$ cat config.mk
export PLATFORM = sky130hd
export DESIGN_NAME = wb_rr_arbiter
export DESIGN_NICKNAME = d
export VERILOG_FILES = /design/src/rtl/wb_arb_pkg.sv /design/src/rtl/wb_rr_picker.sv /design/src/rtl/wb_rr_arbiter.sv
export SDC_FILE = /design/constraint.sdc
export NUM_CORES = 1
export LEC_CHECK = 0
export CORE_ASPECT_RATIO = 0.5
export CORE_UTILIZATION = 25
export CTS_CLUSTER_DIAMETER = 40
export DETAILED_ROUTE_END_ITERATION = 6
export GPL_TIMING_DRIVEN = 0
export PLACE_DENSITY = 0.89
export SETUP_SLACK_MARGIN = 0.3
export SYNTH_ARGS = -nofsm -noshare
export SYNTH_HDL_FRONTEND = slang
export SYNTH_SLANG_ARGS = --single-unit
$ cat constraint.sdc
create_clock -name wb_clk_i -period 2.35 [get_ports wb_clk_i]
set_clock_uncertainty 0.1 [all_clocks]
set_input_delay 0.235 -clock wb_clk_i [delete_from_list [all_inputs] [get_ports wb_clk_i]]
set_output_delay 0.235 -clock wb_clk_i [all_outputs]
set_load 0.005 [all_outputs]
$ cat src/rtl/wb_arb_pkg.sv
// Shared types and helpers for the round-robin Wishbone arbiter.
// Holds the FSM state encoding, a clog2 helper and the flattened-bus slice helper.
package wb_arb_pkg;

    typedef enum logic [1:0] {
        ST_IDLE  = 2'd0,
        ST_OWN   = 2'd1,
        ST_TERR  = 2'd2,
        ST_DRAIN = 2'd3
    } arb_state_t;

    function automatic int clog2(input int value);
        int r;
        r = 0;
        for (int i = 0; i < 32; i++) begin
            if ((1 << r) < value) r = r + 1;
        end
        return r;
    endfunction

    // Low bit of master idx's slice in a flattened per-master bus.
    function automatic int slice_lo(input int idx, input int width);
        return idx * width;
    endfunction

endpackage

$ cat src/rtl/wb_rr_picker.sv
// Combinational round-robin picker: searches ptr+1, ptr+2, ... mod N for the first request.
// Zero latency; no backpressure (pure function of req and ptr).
module wb_rr_picker #(
    parameter int N  = 2,
    parameter int PW = 1
) (
    input  logic [N-1:0]  req,
    input  logic [PW-1:0] ptr,
    output logic [N-1:0]  gnt,
    output logic          vld
);

    always_comb begin
        gnt = '0;
        vld = 1'b0;
        for (int k = 1; k <= N; k++) begin
            for (int j = 0; j < N; j++) begin
                if (!vld && req[j] && (((int'(ptr) + k) % N) == j)) begin
                    gnt[j] = 1'b1;
                    vld    = 1'b1;
                end
            end
        end
    end

endmodule

$ cat src/rtl/wb_rr_arbiter.sv
// Round-robin Wishbone arbiter: one registered grant held for the whole CYC, watchdog abort.
// Grant 1 cycle after CYC; slave ACK/ERR reach the owner combinationally; a stalled owner is aborted.
module wb_rr_arbiter
    import wb_arb_pkg::*;
#(
    parameter int NUM_MASTERS    = 2,
    parameter int BUS_DATA_WIDTH = 32,
    parameter int BUS_ADDR_WIDTH = 8,
    parameter int TIMEOUT_CYCLES = 255
) (
    input  logic                                      wb_clk_i,
    input  logic                                      wb_rst_n_i,
    input  logic [NUM_MASTERS-1:0]                    m_cyc_i,
    input  logic [NUM_MASTERS-1:0]                    m_stb_i,
    input  logic [NUM_MASTERS-1:0]                    m_we_i,
    input  logic [NUM_MASTERS*BUS_DATA_WIDTH/8-1:0]   m_sel_i,
    input  logic [NUM_MASTERS*BUS_ADDR_WIDTH-1:0]     m_adr_i,
    input  logic [NUM_MASTERS*BUS_DATA_WIDTH-1:0]     m_dat_i,
    output logic [BUS_DATA_WIDTH-1:0]                 m_dat_o,
    output logic [NUM_MASTERS-1:0]                    m_ack_o,
    output logic [NUM_MASTERS-1:0]                    m_err_o,
    output logic                                      s_cyc_o,
    output logic                                      s_stb_o,
    output logic                                      s_we_o,
    output logic [BUS_DATA_WIDTH/8-1:0]               s_sel_o,
    output logic [BUS_ADDR_WIDTH-1:0]                 s_adr_o,
    output logic [BUS_DATA_WIDTH-1:0]                 s_dat_o,
    input  logic [BUS_DATA_WIDTH-1:0]                 s_dat_i,
    input  logic                                      s_ack_i,
    input  logic                                      s_err_i,
    output logic [NUM_MASTERS-1:0]                    gnt_o,
    output logic                                      timeout_o
);

    localparam int PW  = clog2(NUM_MASTERS);
    localparam int SW  = BUS_DATA_WIDTH / 8;
    localparam int CWR = clog2(TIMEOUT_CYCLES + 1);
    localparam int CW  = (CWR < 1) ? 1 : CWR;
    localparam bit WD_EN = (TIMEOUT_CYCLES != 0);
    localparam logic [CW-1:0] WD_TERM = CW'((TIMEOUT_CYCLES == 0) ? 0 : TIMEOUT_CYCLES - 1);

    arb_state_t              state;
    logic [PW-1:0]           ptr;
    logic [CW-1:0]           wdog;
    logic [NUM_MASTERS-1:0]  pick_gnt;
    logic                    pick_vld;
    logic [PW-1:0]           owner;
    logic                    owner_cyc;
    logic                    owner_stb;
    logic                    own;
    logic                    stalled;

    wb_rr_picker #(.N(NUM_MASTERS), .PW(PW)) u_picker (
        .req (m_cyc_i),
        .ptr (ptr),
        .gnt (pick_gnt),
        .vld (pick_vld)
    );

    always_comb begin
        owner   = '0;
        s_sel_o = '0;
        s_adr_o = '0;
        s_dat_o = '0;
        for (int j = 0; j < NUM_MASTERS; j++) begin
            if (gnt_o[j]) begin
                owner   = PW'(j);
                s_sel_o = s_sel_o | m_sel_i[slice_lo(j, SW) +: SW];
                s_adr_o = s_adr_o | m_adr_i[slice_lo(j, BUS_ADDR_WIDTH) +: BUS_ADDR_WIDTH];
                s_dat_o = s_dat_o | m_dat_i[slice_lo(j, BUS_DATA_WIDTH) +: BUS_DATA_WIDTH];
            end
        end
    end

    // Everything the slave and masters see derives from registered gnt/state, so reset
    // releases the bus asynchronously.
    assign owner_cyc = |(gnt_o & m_cyc_i);
    assign owner_stb = |(gnt_o & m_stb_i);
    assign own       = (state == ST_OWN);
    assign s_cyc_o   = own & owner_cyc;
    assign s_stb_o   = own & owner_cyc & owner_stb;
    assign s_we_o    = |(gnt_o & m_we_i);
    assign m_dat_o   = s_dat_i;
    assign m_ack_o   = own ? (gnt_o & {NUM_MASTERS{s_ack_i}}) : '0;
    assign m_err_o   = own ? (gnt_o & {NUM_MASTERS{s_err_i}})
                     : ((state == ST_TERR) ? gnt_o : '0);
    assign stalled   = s_stb_o & ~s_ack_i & ~s_err_i;

    always_ff @(posedge wb_clk_i or negedge wb_rst_n_i) begin
        if (!wb_rst_n_i) begin
            state     <= ST_IDLE;
            gnt_o     <= '0;
            ptr       <= PW'(NUM_MASTERS - 1);
            wdog      <= '0;
            timeout_o <= 1'b0;
        end else begin
            timeout_o <= 1'b0;
            case (state)
                ST_IDLE: begin
                    wdog <= '0;
                    if (pick_vld) begin
                        gnt_o <= pick_gnt;
                        state <= ST_OWN;
                    end
                end
                ST_OWN: begin
                    if (!owner_cyc) begin
                        state <= ST_IDLE;
                        gnt_o <= '0;
                        ptr   <= owner;
                        wdog  <= '0;
                    end else if (WD_EN && stalled && (wdog == WD_TERM)) begin
                        state     <= ST_TERR;
                        timeout_o <= 1'b1;
                        wdog      <= '0;
                    end else if (WD_EN && stalled) begin
                        wdog <= wdog + 1'b1;
                    end else begin
                        wdog <= '0;
                    end
                end
                ST_TERR: state <= ST_DRAIN;
                ST_DRAIN: begin
                    if (!owner_cyc) begin
                        state <= ST_IDLE;
                        gnt_o <= '0;
                        ptr   <= owner;
                    end
                end
                default: state <= ST_IDLE;
            endcase
        end
    end

endmodule

==> results of run 1 <==
## worst paths after layout
kind                            startpoint       end  slack, ps  depth (start not counted)
worst max-delay path              gnt_o[1]   s_stb_o        320                          5
worst min-delay path            wb_rst_n_i   wdog[2]        280                          1
worst max register to register    gnt_o[0]   wdog[7]        570                          5
worst min register to register     wdog[2]   wdog[2]        440                          1
max in group asynchronous       wb_rst_n_i  gnt_o[0]       1430                          1
min in group wb_clk_i              wdog[2]   wdog[2]        440                          1
## layout by cell type, fill, tap and decap left out, types with 2 or more instances in the layout
cell type,instances
nand3_1,4
nor2_1,5
inv_1,4
and3_1,2
clkdlybuf4s50_1,164
dlygate4sd2_1,18
xnor2_1,2
nand2_1,10
a31oi_1,2
a21oi_1,5
ha_1,2
a22oi_2,2
o21ai_1,4
a22o_1,46
clkbuf_8,3
nand4_1,2
clkbuf_16,4
dfrtp_1,12
buf_4,36
nor2b_1,2
nor3_1,4
clkbuf_2,4
## repair_timing
item / 4_1_cts / 5_1_grt
buffers inserted: 1 / 2
pin swaps: 0 / 1
resized for setup: 41 / 5
endpoints found under the setup margin: 49 / 8
## state kept, by name (all words and copies together), names as in the netlist, named ones only
name	cells
gnt_o	2
ptr	1
state	1
timeout_o	1
wdog	8
## metal layers
layer	part of all wire	global-route usage	up-vias
li1	-	-	983
met1	0.37	0.226	934
met2	0.54	0.417	90
met3	0.072	0.0363	8
met4	0.012	0.0419	0
met5	0	0	-
## worst max-delay path, delay by kind of cell (launching register included)
kind,cells,cell delay [ps]
DFF,1,390
and+or+nand+nor,1,70
AOI/OAI and AO/OA,1,250
buffers and inverters,3,740
## power by group through the flow
stage | Sequential (mW) | Combinational, mW | Clock (mW)
final | 0.323 | 1.85 | 0.352
after CTS | 0.321 | 1.82 | 0.362
after global routing | 0.327 | 1.97 | 0.368
after global placement | 0.319 | 1.75 | 0
after floorplan | 0.310 | 0.724 | 0
after detailed placement | 0.323 | 1.78 | 0
## final cells by class
class	instances	area, um^2
Buffer	45	363
Clock buffer	4	88.8
Fill cell	445	1980
Inverter	4	15.0
Multi-Input combinational cell	106	792
Sequential cell	14	353
Tap cell	73	91.3
Timing Repair Buffer	186	1830
## metrics by stage
| step | worst slack [ps] | total power, mW | area [um^2] |
|---|---|---|---|
| after global placement | 29.5 | 2.07 | 3370 |
| after detailed placement | 5.05 | 2.10 | 3370 |
| final | 321 | 2.53 | 3540 |
| after global routing | 289 | 2.66 | 3540 |
| after floorplan | 802 | 1.03 | 1450 |
| after CTS | 291 | 2.50 | 3510 |
## synthesized netlist by cell type
cell type and n:
nand3_1 4, nand2_1 10, a22oi_1 2, mux2_2 1
a31o_2 1, inv_1 4, and3_1 2, dfstp_2 1
a31o_1 1, and2b_1 1, a22o_1 46, a221oi_1 1
nor2_1 5, nand2_2 1, a21oi_1 5, nand2b_1 1
clkbuf_1 11, a21o_1 1, buf_4 33, xnor2_1 2
mux2i_1 1, nor2b_1 3, dfrtp_1 13, buf_2 1
o21ai_1 4, a31oi_1 2, nor4_1 1, ha_1 2
and4_1 1, nor4b_4 1, nor3_1 4, nand4_1 2
a22oi_2 1
## cell families after synthesis
group / count (synthesis)
adders and majority gates: 2
xor gates and xnor gates: 2
muxes: 2
and+or+nand+nor: 36
DFF: 14
AOI/OAI and AO/OA: 64
buffers and inverters: 49
==> results_dict.tcl, run 1 <==
set metrics [dict create \
    vias 2015 \
    finalMaxSlewViolations 0 \
    crit_slowest_cell "clkdlybuf4s50_1" \
    clkPwrFrac 0.139 \
    cpPeakStageDelay_ps 460 \
    drtIter0Drc 88 \
    synth_top_area_frac 0.279 \
    die_area_um2 6110 \
    period_needed_ps 2030 \
    clkSlewWorstSetupHoldPaths_ps 50 \
    drive_above_1_share 0.167 \
    hold_violations 0 \
    route.detailed.drc 1 \
    holdWs_ps 281 \
    synth-simple-area-share 0.138 \
    max_cap_viol_count 0 \
    via_per_inst 4.66 \
    path_cells "buf_6 -> buf_4 -> a22oi_2 -> nor3_1 -> clkdlybuf4s50_1" \
    cp_data_required_time_ps 2020 \
    muxShareOfSynthArea 0.0147 \
    cts_made_buffers 3 \
    h-tree-depth 1 \
    endpoint_kind "output pin" \
    grt-ovfl-total 0 \
    ios 216 \
    grt_max_degree 15 \
    cts_sinks 14 \
    combPwrFrac 0.733 \
    wire_per_inst_um 15.4 \
    yosysWarnings 0 \
    insertion_delay_ps 240 \
    utilization 0.641 \
    grt_pass1_wl_um 9990 \
    cts_hold_buf 0 \
    die_height_um 55.8 \
    syn_area_um2 1450 \
    crit_type "reg2out" \
    synth_cell_types 33 \
    power_frac_seq 0.128 \
    p_int_mw 1.70 \
    power_switching_mw 0.826 \
    final_cells 432 \
    drtPass1Iterations 7 \
    worstSetupStartpointType "flip-flop" \
    peakVddDrop_uv 367 \
    yosys.area.top_type "a22o_1" \
    worst_pin_slew_ps 615 \
    cts_tree "built" \
    run_status "finished with violations" \
    synthAdderAreaFrac 0.0173 \
    power_leakage_nw 1.55 \
    setup_tns_ps 0 \
    netlist_instances 169 \
    core_um2 5520 \
    synth_top_family_by_area "compound AO/OA/AOI/OAI gates" \
    violations "DRC" \
    insertedDiodeCount 0 \
    start_util 0.262 \
    antenna_left 0 \
    ys_seq_area_frac 0.243 \
    rsz0062_at_grt "no" \
    die_w_um 110 \
    wl_um 6670 \
    place_inst 425 \
    area_growth_pct 145 \
    finalCritPeriodShare 0.863 \
    ys_ff_latch 14 \
    grt.total_usage 0.208 \
    synth_xor_area_frac 0.0121 \
    cp_max_fo 6 \
    cp_data_arrival_time_ps 1690 \
    antenna_found_initial 0 \
    ys_top_cells_by_area "a22o_1 28%, dfrtp_1 23%, buf_4 17%" \
    power_density_nw_per_um2 714 \
    gp_congestion 0.777 \
    syn_avg_cell_area_um2 8.55 \
    synth_compound_area_frac 0.361 \
    fin_nets 492 \
    syn-num-nets 301 \
    relSlewSlack 0.588 \
    rows 19 \
    setup_viol 0 \
    clk_path_buf_depth 2 \
    switching_share 0.327 \
    max_clock_freq_ghz 0.493 \
    port_buffers 183 \
    dp.final_hpwl_um 5520 \
    grt_pass1_vias 2069 \
    hp-class "in2async" \
    cts_root_buf "clkbuf_16" \
]
Note: power is estimated with default switching activity, not from simulation.
==> run 2, diff against run 1 <==
--- a/config.mk
+++ b/config.mk
@@ -9,9 +9,9 @@
 export CORE_UTILIZATION = 25
 export CTS_CLUSTER_DIAMETER = 40
 export DETAILED_ROUTE_END_ITERATION = 6
-export GPL_TIMING_DRIVEN = 0
 export PLACE_DENSITY = 0.89
 export SETUP_SLACK_MARGIN = 0.3
+export SKIP_CTS_REPAIR_TIMING = 1
 export SYNTH_ARGS = -nofsm -noshare
 export SYNTH_HDL_FRONTEND = slang
 export SYNTH_SLANG_ARGS = --single-unit
==> run 2 against run 1 <==
The run still ends with DRC left. Clock-buffer cell count did not move. Clock power rose by 3%. Combinational power fell by 9%. Die area did not move. Utilization fell by 11 points. Final area fell by 17%. Sequential share of layout area rose by 2.0 points.
==> results_dict.tcl, run 2 (same netlist as run 1, synthesis figures left out) <==
set metrics [dict create \
    die_w_um 110 \
    route.detailed.drc 1 \
    drtIter0Drc 89 \
    run_status "finished with violations" \
    die_height_um 55.8 \
    fill_cells 477 \
    finalCritPeriodShare 0.865 \
    crit_type "reg2out" \
    cts_root_buf "clkbuf_16" \
    port_buffers 151 \
    path_delay_family "buffers and inverters" \
    die_area_um2 6110 \
    peakVddDrop_uv 391 \
    power_leakage_nw 1.19 \
    ios 216 \
    h-tree-depth 1 \
    layout_setup_ws_ps 318 \
    cp_data_required_time_ps 2020 \
    place_inst 352 \
    cts_made_buffers 3 \
    worstSetupStartpointType "flip-flop" \
    cp.depth 4 \
    endpoint_kind "output pin" \
    clk_path_buf_depth 2 \
    setup_tns_ps 0 \
    wl_um 6390 \
    rr_worst_depth 4 \
    hp-class "in2async" \
    antenna_found_initial 0 \
    largestRegisters "wdog (8), gnt_o (2)" \
    utilization 0.533 \
    timing.reg2reg.setup_slack_ps 600 \
    cpPeakStageDelay_ps 500 \
    cp_data_arrival_time_ps 1700 \
    final_common_cell "clkdlybuf4s50_1" \
    grt_pass1_vias 1801 \
    power_density_nw_per_um2 806 \
    grt.total_usage 0.191 \
    worst_pin_slew_ps 643 \
    postLayoutCellArea_um2 2940 \
    drtPass1Iterations 7 \
    rows 19 \
    placed_cell_area_um2 2780 \
    area_growth_pct 104 \
    hold_violations 0 \
    gp_congestion 0.850 \
    path_cells "nor2b_1 -> a21oi_1 -> nor2b_1 -> clkdlybuf4s50_1" \
    holdWs_ps 286 \
    crit_slowest_cell "clkdlybuf4s50_1" \
    final_cells 363 \
    critPathMostFrequentCell "nor2b_1" \
    grt_pass1_wl_um 9030 \
    via_per_inst 5.04 \
    grt-ovfl-total 0 \
    rsz0062_at_grt "yes" \
    max_cap_viol_count 0 \
    p_total_mw 2.37 \
    relSlewSlack 0.570 \
    cp_max_fo 6 \
    vias 1831 \
    finalMaxSlewViolations 0 \
    regMostFlops "wdog" \
    period_needed_ps 2030 \
    setup_viol 0 \
    cp_num_buf_inv 1 \
    fin_nets 423 \
    final_cell_mix "151 x clkdlybuf4s50_1, 46 x a22o_1, 12 x dfrtp_1" \
    max_clock_freq_ghz 0.492 \
    cts_tree "built" \
    r2r_end "wdog[5]" \
    insertion_delay_ps 250 \
    insertedDiodeCount 0 \
    violations "DRC" \
    cts_sinks 14 \
    place_ws_ps 335 \
    start_util 0.262 \
    core_um2 5520 \
    dp.final_hpwl_um 4970 \
    clkSlewWorstSetupHoldPaths_ps 50 \
    largest_reg_flops 8 \
    grt_max_degree 29 \
    wire_per_inst_um 17.6 \
    drive_above_1_share 0.0759 \
    antenna_left 0 \
]
run 2: changes by cell type in the layout (fill, tap and decap cells not counted), moves of 2 or more:
cell | before | now
clkdlybuf4s50_1 | 164 | 151
buf_4 | 36 | 8
clkbuf_8 | 3 | 1
clkbuf_2 | 4 | 0
dlygate4sd2_1 | 18 | 0
run 2: cell type report:
type	instances	area, um^2	share of cell area
timing repair buffer	162	1610	0.546
inverter	4	15.0	0.00510
multi-input combinational	106	787	0.268
clock buffer	4	88.8	0.0302
sequential	14	353	0.120
tap	73	91.3	0.0311
run 2: per-layer routing:
metal,global-route usage,routed length [um],up-vias,part of all wire
met1,0.211,2440,884,0.38
met5,0,0,-,0
met3,0.0398,450,24,0.070
met2,0.355,3350,76,0.52
li1,-,-,847,-
met4,0.0762,154,0,0.024
run 2: power by group:
part           switching (mW)  internal, mW
logic                   0.640          1.04
clock network           0.104         0.258
registers              0.0455         0.281
total                   0.789          1.58
run 2: worst max-delay path by stage:
| stage | start | to |
|---|---|---|
| final | state[0] | m_err_o[1] |
| after global routing | state[0] | m_err_o[0] |
| after CTS | flip-flop | s_stb_o |
| after detailed placement | m_cyc_i[0] | state[0] |
| after global placement | m_cyc_i[1] | s_stb_o |
| after floorplan | gnt_o[1] | m_ack_o[1] |
==> run 3, diff against run 2 <==
--- a/config.mk
+++ b/config.mk
@@ -6,12 +6,13 @@
 export NUM_CORES = 1
 export LEC_CHECK = 0
 export CORE_ASPECT_RATIO = 0.5
-export CORE_UTILIZATION = 25
+export CORE_UTILIZATION = 26
 export CTS_CLUSTER_DIAMETER = 40
 export DETAILED_ROUTE_END_ITERATION = 6
-export PLACE_DENSITY = 0.89
+export PLACE_DENSITY = 0.91
 export SETUP_SLACK_MARGIN = 0.3
 export SKIP_CTS_REPAIR_TIMING = 1
 export SYNTH_ARGS = -nofsm -noshare
 export SYNTH_HDL_FRONTEND = slang
+export SYNTH_HIERARCHICAL = 1
 export SYNTH_SLANG_ARGS = --single-unit
==> run 3 against run 2 <==
The run now ends clean. Non-clock buffer count down 2. Setup slack got worse by 18 ps. Synthesized area rose by 1.9%. Hold slack got worse by 2.7 ps. Sequential share of layout area decreased by 0.11 points. Sequential power about the same. Routed wire length increased by 2.6%. Total power grew 1.7%. Critical path type is now in2reg. Critical endpoint is now wdog[4]. Highest routed layer unchanged.
==> results_dict.tcl, run 3 <==
set metrics [dict create \
    syn_area_um2 1470 \
    grt_pass1_wl_um 9250 \
    run_status "finished, final reports clean" \
    die_area_um2 5990 \
    cts_sinks 14 \
    finalMaxSlewViolations 0 \
    synth.most_common_cell "a22o_1" \
    peakVddDrop_uv 357 \
    period_needed_ps 2050 \
    setup_tns_ps 0 \
    via_per_inst 5.10 \
    max_cap_viol_count 0 \
    cp_data_required_time_ps 2410 \
    grt_max_degree 30 \
    drive_above_1_share 0.0705 \
    vias 1877 \
    utilization 0.573 \
    yosysWarnings 6 \
    regMostFlops "wdog" \
    hp-class "in2async" \
    synth_edf_count 0 \
    setup_viol 0 \
    synth_flop_cell "dfrtp_1" \
    final_cell_mix "149 x clkdlybuf4s50_1, 45 x a22o_1, 17 x nand2_1" \
    worstSetupStartpointType "input pin" \
    start_util 0.284 \
    area_growth_pct 102 \
    clkSlewWorstSetupHoldPaths_ps 50 \
    place_ws_ps 77.1 \
    syn_avg_cell_area_um2 8.18 \
    synth_top_area_frac 0.268 \
    route.detailed.drc 0 \
    rr_worst_depth 4 \
    power_density_nw_per_um2 812 \
    synth_common_cells "45 x a22o_1, 33 x buf_4, 17 x nand2_1, 13 x dfrtp_1, 12 x clkbuf_1" \
    insertedDiodeCount 0 \
    largest_reg_flops 8 \
    endpoint_kind "flip-flop" \
    async_flop_share 1.00 \
    grt-ovfl-total 0 \
    insertion_delay_ps 240 \
    power_leakage_nw 1.22 \
    drtPass1Iterations 6 \
    yosys.area.top_type "a22o_1" \
    synth_cell_types 33 \
    antenna_found_initial 0 \
    rows 18 \
    clk_path_buf_depth 2 \
    wl_um 6560 \
    fin_nets 431 \
    cts_made_buffers 3 \
    timing.reg2reg.setup_slack_ps 350 \
    cts_root_buf "clkbuf_16" \
    grt_pass1_vias 1870 \
    startpoint "m_cyc_i[0]" \
    final_common_cell "clkdlybuf4s50_1" \
    ys_seq_area_frac 0.239 \
    finalCritPeriodShare 0.872 \
    layout_setup_ws_ps 300 \
    cp_max_fo 4 \
    max_clock_freq_ghz 0.488 \
    wire_per_inst_um 17.8 \
    crit_type "in2reg" \
    grt.total_usage 0.194 \
    ys_top_cells_by_area "a22o_1 27%, dfrtp_1 22%, buf_4 17%" \
    dp.final_hpwl_um 5080 \
    hold_violations 0 \
    antenna_left 0 \
    cts_tree "built" \
    port_buffers 151 \
    ios 216 \
    ys_ff_latch 14 \
    gp_congestion 0.831 \
    rsz0062_at_grt "yes" \
    syn-num-nets 312 \
    relSlewSlack 0.585 \
    worst_pin_slew_ps 621 \
    r2r_end "wdog[4]" \
    die_height_um 55.2 \
    drtIter0Drc 95 \
    die_w_um 108 \
    core_um2 5180 \
    h-tree-depth 1 \
    cp_data_arrival_time_ps 2110 \
    netlist_instances 180 \
    largestRegisters "wdog (8), gnt_o (2)" \
]
-- run 3: cell types whose count changed after synthesis, moves of 3 or more --
cell	change
a21oi_1	-5
and2_1	+3
nand2_1	+7
nor2_1	+3
o21ai_0	+6
o21ai_1	-4
-- run 3: worst max-delay path by stage --
stage,to,slack [ps]
after global routing,wdog[4],270
after detailed placement,wdog[4],80
after CTS,m_err_o[0],150
after floorplan,wdog[4],390
final,wdog[4],300
after global placement,wdog[4],100
-- run 3: power by group --
group          internal [mW]  total [mW]  leakage [nW]  switching [mW]
sequential             0.280       0.327         0.187          0.0471
combinational           1.07        1.73         0.992           0.657
clock                  0.258       0.355        0.0442          0.0972
total                   1.61        2.41          1.22           0.802
-- run 3: cell families after synthesis --
| kind of cell | after synthesis | synth area share |
|---|---|---|
| adder cells (fa/ha/maj) | 2 | 0.0170 |
| buffers and inverters | 49 | 0.210 |
| AO/OA/AOI/OAI | 64 | 0.354 |
| flip-flops | 14 | 0.239 |
| AND/OR/NAND/NOR | 48 | 0.159 |
| multiplexers | 3 | 0.0212 |
-- run 3: final cells by class --
class                   count  area (um^2)
clock buffers               4         88.8
fillers                   433         2210
inverters                   3         11.3
multi-input cells         117          832
flip-flops and latches     14          353
well taps                  70         87.6
repair buffers            160         1600
-- run 3: worst max-delay path: stages --
cell and delay (ps):
clkdlybuf4s50_1 510, a22oi_1 140, or4b_4 580, or4_1 520, o211ai_1 120
-- run 3: layer usage --
layer / wire (um) / global-route usage / vias up
met5: 0 / 0 / -
met4: 126 / 0.0656 / 0
met3: 592 / 0.0390 / 20
met2: 3210 / 0.350 / 88
met1: 2630 / 0.228 / 901
li1: - / - / 868
-- run 3: through the flow --
step / std cells / cell area [um^2] / power, mW / hold slack (ps)
3_3_place_gp: 362 / 2830 / 1.97 / 370
5_1_grt: 368 / 2970 / 2.51 / 338
6_report: 368 / 2970 / 2.41 / 283
3_5_place_dp: 362 / 2830 / 2.00 / 370
2_1_floorplan: 180 / 1470 / 1.02 / -161
4_1_cts: 366 / 2920 / 2.37 / 297
